**src/rtl/mp_add_pkg.sv**
```systemverilog
`default_nettype none
// ---------------------------------------------------------------------------
// mp_add_pkg : shared word width and sequencer state encoding
// Revision   : 1.0  initial release
// ---------------------------------------------------------------------------
package mp_add_pkg;

  localparam int WORD_W = 32;

  typedef enum logic [1:0] {
    IDLE = 2'd0,
    RUN  = 2'd1,
    DONE = 2'd2
  } state_t;

endpackage
`default_nettype wire

```
**src/rtl/cbadder32.sv**
```systemverilog
`default_nettype none
// ---------------------------------------------------------------------------
// cbadder32 : 32-bit carry-bypass adder (4-bit ripple blocks with skip)
// Revision  : 1.0  initial release
// ---------------------------------------------------------------------------
module cbadder32
  import mp_add_pkg::*;
(
  input  logic [WORD_W-1:0] a,
  input  logic [WORD_W-1:0] b,
  input  logic              cin,
  output logic [WORD_W-1:0] sum,
  output logic              cout
);

  localparam int BLK_W = 4;
  localparam int N_BLK = WORD_W / BLK_W;

  logic c;
  logic c_blk_in;
  logic p;
  logic p_blk;

  // A block whose bits all propagate passes its incoming carry straight through.
  always_comb begin
    sum      = '0;
    c        = cin;
    c_blk_in = 1'b0;
    p        = 1'b0;
    p_blk    = 1'b0;
    for (int blk = 0; blk < N_BLK; blk++) begin
      c_blk_in = c;
      p_blk    = 1'b1;
      for (int j = 0; j < BLK_W; j++) begin
        p                  = a[blk*BLK_W + j] ^ b[blk*BLK_W + j];
        sum[blk*BLK_W + j] = p ^ c;
        c                  = (a[blk*BLK_W + j] & b[blk*BLK_W + j]) | (p & c);
        p_blk              = p_blk & p;
      end
      if (p_blk) begin
        c = c_blk_in;
      end
    end
    cout = c;
  end

endmodule
`default_nettype wire

```
**src/rtl/mp_add_seq.sv**
```systemverilog
`default_nettype none
// ---------------------------------------------------------------------------
// mp_add_seq : multi-precision add/subtract, one 32-bit word per cycle, LSW first
// Revision   : 1.0  initial release
// ---------------------------------------------------------------------------
module mp_add_seq
  import mp_add_pkg::*;
#(
  parameter int WORDS = 4
) (
  input  logic                    clk,
  input  logic                    rst_n,
  input  logic                    in_valid,
  output logic                    in_ready,
  input  logic [WORD_W*WORDS-1:0] op_a,
  input  logic [WORD_W*WORDS-1:0] op_b,
  input  logic                    sub,
  input  logic                    cin,
  output logic                    out_valid,
  input  logic                    out_ready,
  output logic [WORD_W*WORDS-1:0] result,
  output logic                    cout,
  output logic                    overflow
);

  localparam int IDX_W = $clog2(WORDS);

  state_t                       state;
  state_t                       state_nxt;
  logic                         armed;
  logic [WORDS-1:0][WORD_W-1:0] a_q;
  logic [WORDS-1:0][WORD_W-1:0] b_q;
  logic [WORDS-1:0][WORD_W-1:0] res_q;
  logic [IDX_W-1:0]             idx;
  logic                         carry;
  logic                         cout_q;
  logic                         ovf_q;
  logic [WORD_W-1:0]            add_sum;
  logic                         add_cout;
  logic                         last;
  logic                         accept;

  cbadder32 u_add (
    .a    (a_q[idx]),
    .b    (b_q[idx]),
    .cin  (carry),
    .sum  (add_sum),
    .cout (add_cout)
  );

  assign last   = (idx == IDX_W'(WORDS - 1));
  assign accept = in_valid && in_ready;

  assign result   = res_q;
  assign cout     = cout_q;
  assign overflow = ovf_q;

  always_comb begin
    state_nxt = state;
    // armed keeps in_ready low until the first clock after reset release
    in_ready  = armed && (state == IDLE);
    out_valid = (state == DONE);
    case (state)
      IDLE:    if (in_valid && in_ready) state_nxt = RUN;
      RUN:     if (last) state_nxt = DONE;
      DONE:    if (out_ready) state_nxt = IDLE;
      default: state_nxt = IDLE;
    endcase
  end

  always_ff @(posedge clk or negedge rst_n) begin
    if (!rst_n) begin
      state <= IDLE;
    end else begin
      state <= state_nxt;
    end
  end

  always_ff @(posedge clk or negedge rst_n) begin
    if (!rst_n) begin
      armed  <= 1'b0;
      a_q    <= '0;
      b_q    <= '0;
      res_q  <= '0;
      idx    <= '0;
      carry  <= 1'b0;
      cout_q <= 1'b0;
      ovf_q  <= 1'b0;
    end else begin
      armed <= 1'b1;
      if (state == IDLE && accept) begin
        a_q   <= op_a;
        b_q   <= sub ? ~op_b : op_b;
        carry <= sub ? 1'b1 : cin;
        idx   <= '0;
      end
      if (state == RUN) begin
        res_q[idx] <= add_sum;
        carry      <= add_cout;
        if (last) begin
          cout_q <= add_cout;
          ovf_q  <= (a_q[idx][WORD_W-1] == b_q[idx][WORD_W-1]) &&
                    (add_sum[WORD_W-1] != a_q[idx][WORD_W-1]);
        end else begin
          idx <= idx + 1'b1;
        end
      end
    end
  end

endmodule
`default_nettype wire

```
**config.mk**
```make
export PLATFORM = sky130hd
export DESIGN_NAME = mp_add_seq
export DESIGN_NICKNAME = d
export VERILOG_FILES = /design/src/rtl/mp_add_pkg.sv /design/src/rtl/cbadder32.sv /design/src/rtl/mp_add_seq.sv
export SDC_FILE = /design/constraint.sdc
export NUM_CORES = 1
export LEC_CHECK = 0
export BUFFER_PORTS_ARGS = -buffer_cell sky130_fd_sc_hd__clkbuf_2
export CAP_MARGIN = 20
export CORE_MARGIN = 5
export CORE_UTILIZATION = 59
export DETAILED_ROUTE_END_ITERATION = 7
export GPL_TIMING_DRIVEN = 0
export PLACE_DENSITY = 0.95
export SLEW_MARGIN = 20
export SYNTH_ARGS = -nofsm -noshare
export SYNTH_HDL_FRONTEND = slang
export SYNTH_SLANG_ARGS = --single-unit
```
**constraint.sdc**
```tcl
create_clock -name clk -period 25.4 [get_ports clk]
set_input_delay 0 -clock clk [delete_from_list [all_inputs] [get_ports clk]]
set_output_delay 0 -clock clk [all_outputs]
set_load 0.01 [all_outputs]
```
==> reports/qor.tcl <==
set qor(run_status) {complete, but fails checks}
set qor(failed_checks) {DRC}
set qor(drive_above_1_share_pct) 31.7
set qor(synth-warning-count) 0
set qor(grt_first_pass_wirelength_mm) 115
set qor(crit_path_max_incr_delay_ps) 610
set qor(slew_headroom_pct) 46.1
set qor(clk_transition_reported_paths_ps) 70
set qor(critical_path_class) {register to register}
set qor(dp.final_hpwl_mm) 43.3
set qor(register_bit_total_from_synthesis) 392
set qor(ant_nets) 0
set qor(startpoint_type) {register}
set qor(maxCapViolations) 0
set qor(grt_max_degree) 96
set qor(first_iter_violations) 1993
set qor(asyncSetResetFlopFracSynth_pct) 100
set qor(tightest_slew_ps) 809
set qor(gr-total-overflow) 0
set qor(rsz0062_at_grt) {false}
set qor(syn_area_per_cell_um2) 11.5
set qor(final_nets) 2627
set qor(yosysUniqueCellTypes) 34
set qor(per_cell_routed_wire_length_um) 28.2
set qor(globalRouteTotalUtil_pct) 43.2
set qor(finalPower_w) 0.00372
set qor(max-vdd-ir-drop_mv) 0.0925
set qor(flow.area_growth_from_synthesis_pct) 36.0
set qor(synth.most_common_cell) {nand2_1}
set qor(io-pin-count) 394
set qor(grt_busiest_layer) {met2}
set qor(numCtsBuffers) 41
set qor(grtUsageMet2_pct) 70.1
set qor(final_max_slew_viol_count) 0
set qor(layout_worst_path_cycle_share_pct) 77.5
set qor(synthFlopType) {dfrtp_1}
set qor(cp_max_fo) 10
set qor(crit_required_ps) 25830
set qor(hp-class) {input port to async pin}
set qor(via_count_of_the_first_global_routing_pass) 18942
set qor(gr-usage-met1_pct) 48.1
set qor(worstPathArrival_ps) 20120
set qor(detail_route.first_pass.iterations) 8
set qor(detailroute.via_count) 17510
set qor(fin_skew_ps) 26.4
set qor(power.static_leakage_nw) 12.3
set qor(path_common_cell) {fa_1}
set qor(final_core_util_pct) 81.6
set qor(synth_largest_type_area_fraction_pct) 53.3
set qor(setup.worst_path.end_class) {register}
set qor(cts.root.buffer_cell) {clkbuf_16}
set qor(tns_ps) 0
set qor(port-buffer-count) 393
set qor(postCtsResizedCells) 0
set qor(synth_top_cells_by_count) {nand2_1, dfrtp_1, o21ai_0}
set qor(drt_wl_total_mm) 77.4
set qor(clock_tree_from_tritoncts) {yes}
set qor(crit_slowest_cell) {buf_1}
set qor(floorplan.die.height_um) 187
set qor(clk_path_buf_depth) 3
set qor(clock_latency_ps) 560
set qor(final.min_clock_period_ps) 19690
set qor(synth_enable_flop_cells) 0
set qor(gp_congestion) 0.908
set qor(die_width_um) 187
set qor(netlist_area_mm2) 0.0184
set qor(synth_seq_area_share_pct) 53.3
set qor(initial_utilization_pct) 60.0
set qor(remaining_drc_errors) 1
set qor(synthesis.nets) 1928
set qor(finalSetupViolations) 0
set qor(synthesis.instances) 1598
set qor(final.fill_count) 1487
set qor(initial_antenna_violation_count) 18
set qor(fp.coreArea_mm2) 0.0307
set qor(fmax_mhz) 50.8
set qor(synth.largest_area_cell) {dfrtp_1}
set qor(clock-sinks) 392
set qor(placementRows) 64
set qor(die_area_mm2) 0.0348
set qor(avgViaCountPerCell) 6.38
set qor(pwr_density_cell_mw_per_mm2) 149
set qor(htreeDepth) 2
set qor(groute.layer.met3.usage_pct) 12.1
set qor(worst-r2r-setup-slack_ps) 5710
set qor(hold_violations) 0
set qor(ys_top_cells_by_area) {dfrtp_1, nand2_1, mux4_2}
==> placed cells by master (no fill, tap or decap), types with 10 or more instances in the layout <==
| master | n |
|---|---|
| buf_2 | 71 |
| xnor2_1 | 128 |
| clkbuf_1 | 22 |
| dlygate4sd3_1 | 258 |
| diode_2 | 19 |
| clkbuf_16 | 42 |
| inv_1 | 11 |
| mux2_4 | 12 |
| nor2_1 | 10 |
| nand2_1 | 526 |
| fa_1 | 32 |
| ha_1 | 36 |
| dfrtp_1 | 392 |
| o21ai_0 | 139 |
| clkbuf_2 | 392 |
| mux4_2 | 64 |
| mux2_2 | 109 |
==> worst max-delay path, delay by kind of cell, from the launching register on <==
kind                       cells  cell delay [ps]
adders and majority gates     31            14400
AOI/OAI and AO/OA              7             1870
buffers and inverters          4             1240
muxes                          2              830
and+or+nand+nor                5              600
DFF                            1              440
xor gates and xnor gates       1              210
==> per-stage QoR <==
step / setup slack [ps] / cell area (um^2) / std cells / hold slack [ps]
6_report: 5710 / 25000 / 2744 / 19.4
5_1_grt: 5440 / 25000 / 2741 / 45.7
4_1_cts: 6510 / 25000 / 2725 / 25.3
3_5_place_dp: 6600 / 21000 / 2391 / -74.8
3_3_place_gp: 6940 / 20900 / 2387 / 190
2_1_floorplan: 8440 / 18400 / 1598 / -296
==> final cells by class <==
| type | instances | area [um^2] | area share (%) |
|---|---|---|---|
| multi-input cells | 1096 | 8040 | 32.1 |
| inverters | 11 | 41.3 | 0.165 |
| clock inverters | 17 | 203 | 0.810 |
| clock buffers | 58 | 1190 | 4.76 |
| flip-flops and latches | 392 | 9810 | 39.2 |
| well taps | 396 | 495 | 1.98 |
| plain buffers | 99 | 517 | 2.06 |
| diodes | 19 | 47.5 | 0.190 |
| repair buffers | 656 | 4690 | 18.7 |
==> kinds of logic (layout without fill, tap and decap cells) <==
group                      after synthesis  count (layout)  share of synthesized area, %
adders and majority gates               68              68                          5.93
DFF                                    392             392                          53.3
buffers and inverters                  110             841                          3.03
and+or+nand+nor                        558             558                          11.8
xor gates and xnor gates               129             129                          6.14
muxes                                  185             185                          15.5
AOI/OAI and AO/OA                      155             155                          4.36
other                                    1              20                        0.0204
==> path summary, 6_finish.rpt <==
path,startpoint,endpoint,depth (start not counted)
max reg2reg,idx[1],overflow,50
max,idx[1],overflow,50
min in group clk,sub,b_q[114],4
min reg2reg,b_q[94],b_q[94],2
max in group asynchronous,rst_n,a_q[18],4
min,rst_n,result[3],3
==> metal layers <==
metal  vias up  wire length, um
met4         0             7850
met2      1749            36600
met5         -                0
met1      8456            24000
li1       6685                -
met3       620             8950
==> registers in the layout (all words and copies together), names as in the netlist <==
signal,count
a_q,128
b_q,128
result,128
idx,2
state,2
armed,1
carry,1
cout,1
overflow,1
==> repair_timing <==
action,4_1_cts,5_1_grt
hold endpoints to repair,463,0
hold buffers,259,0
endpoints found under the setup margin,0,0
setup buffers,0,0
==> report_power, final <==
part / leakage [nW] / switching, W / internal (W)
registers: 4.82 / 0.000225 / 0.000935
clock network: 0.689 / 0.000282 / 0.000362
logic: 6.76 / 0.00113 / 0.000789
total: 12.3 / 0.00163 / 0.00209
(Power assumes the default switching activity.)
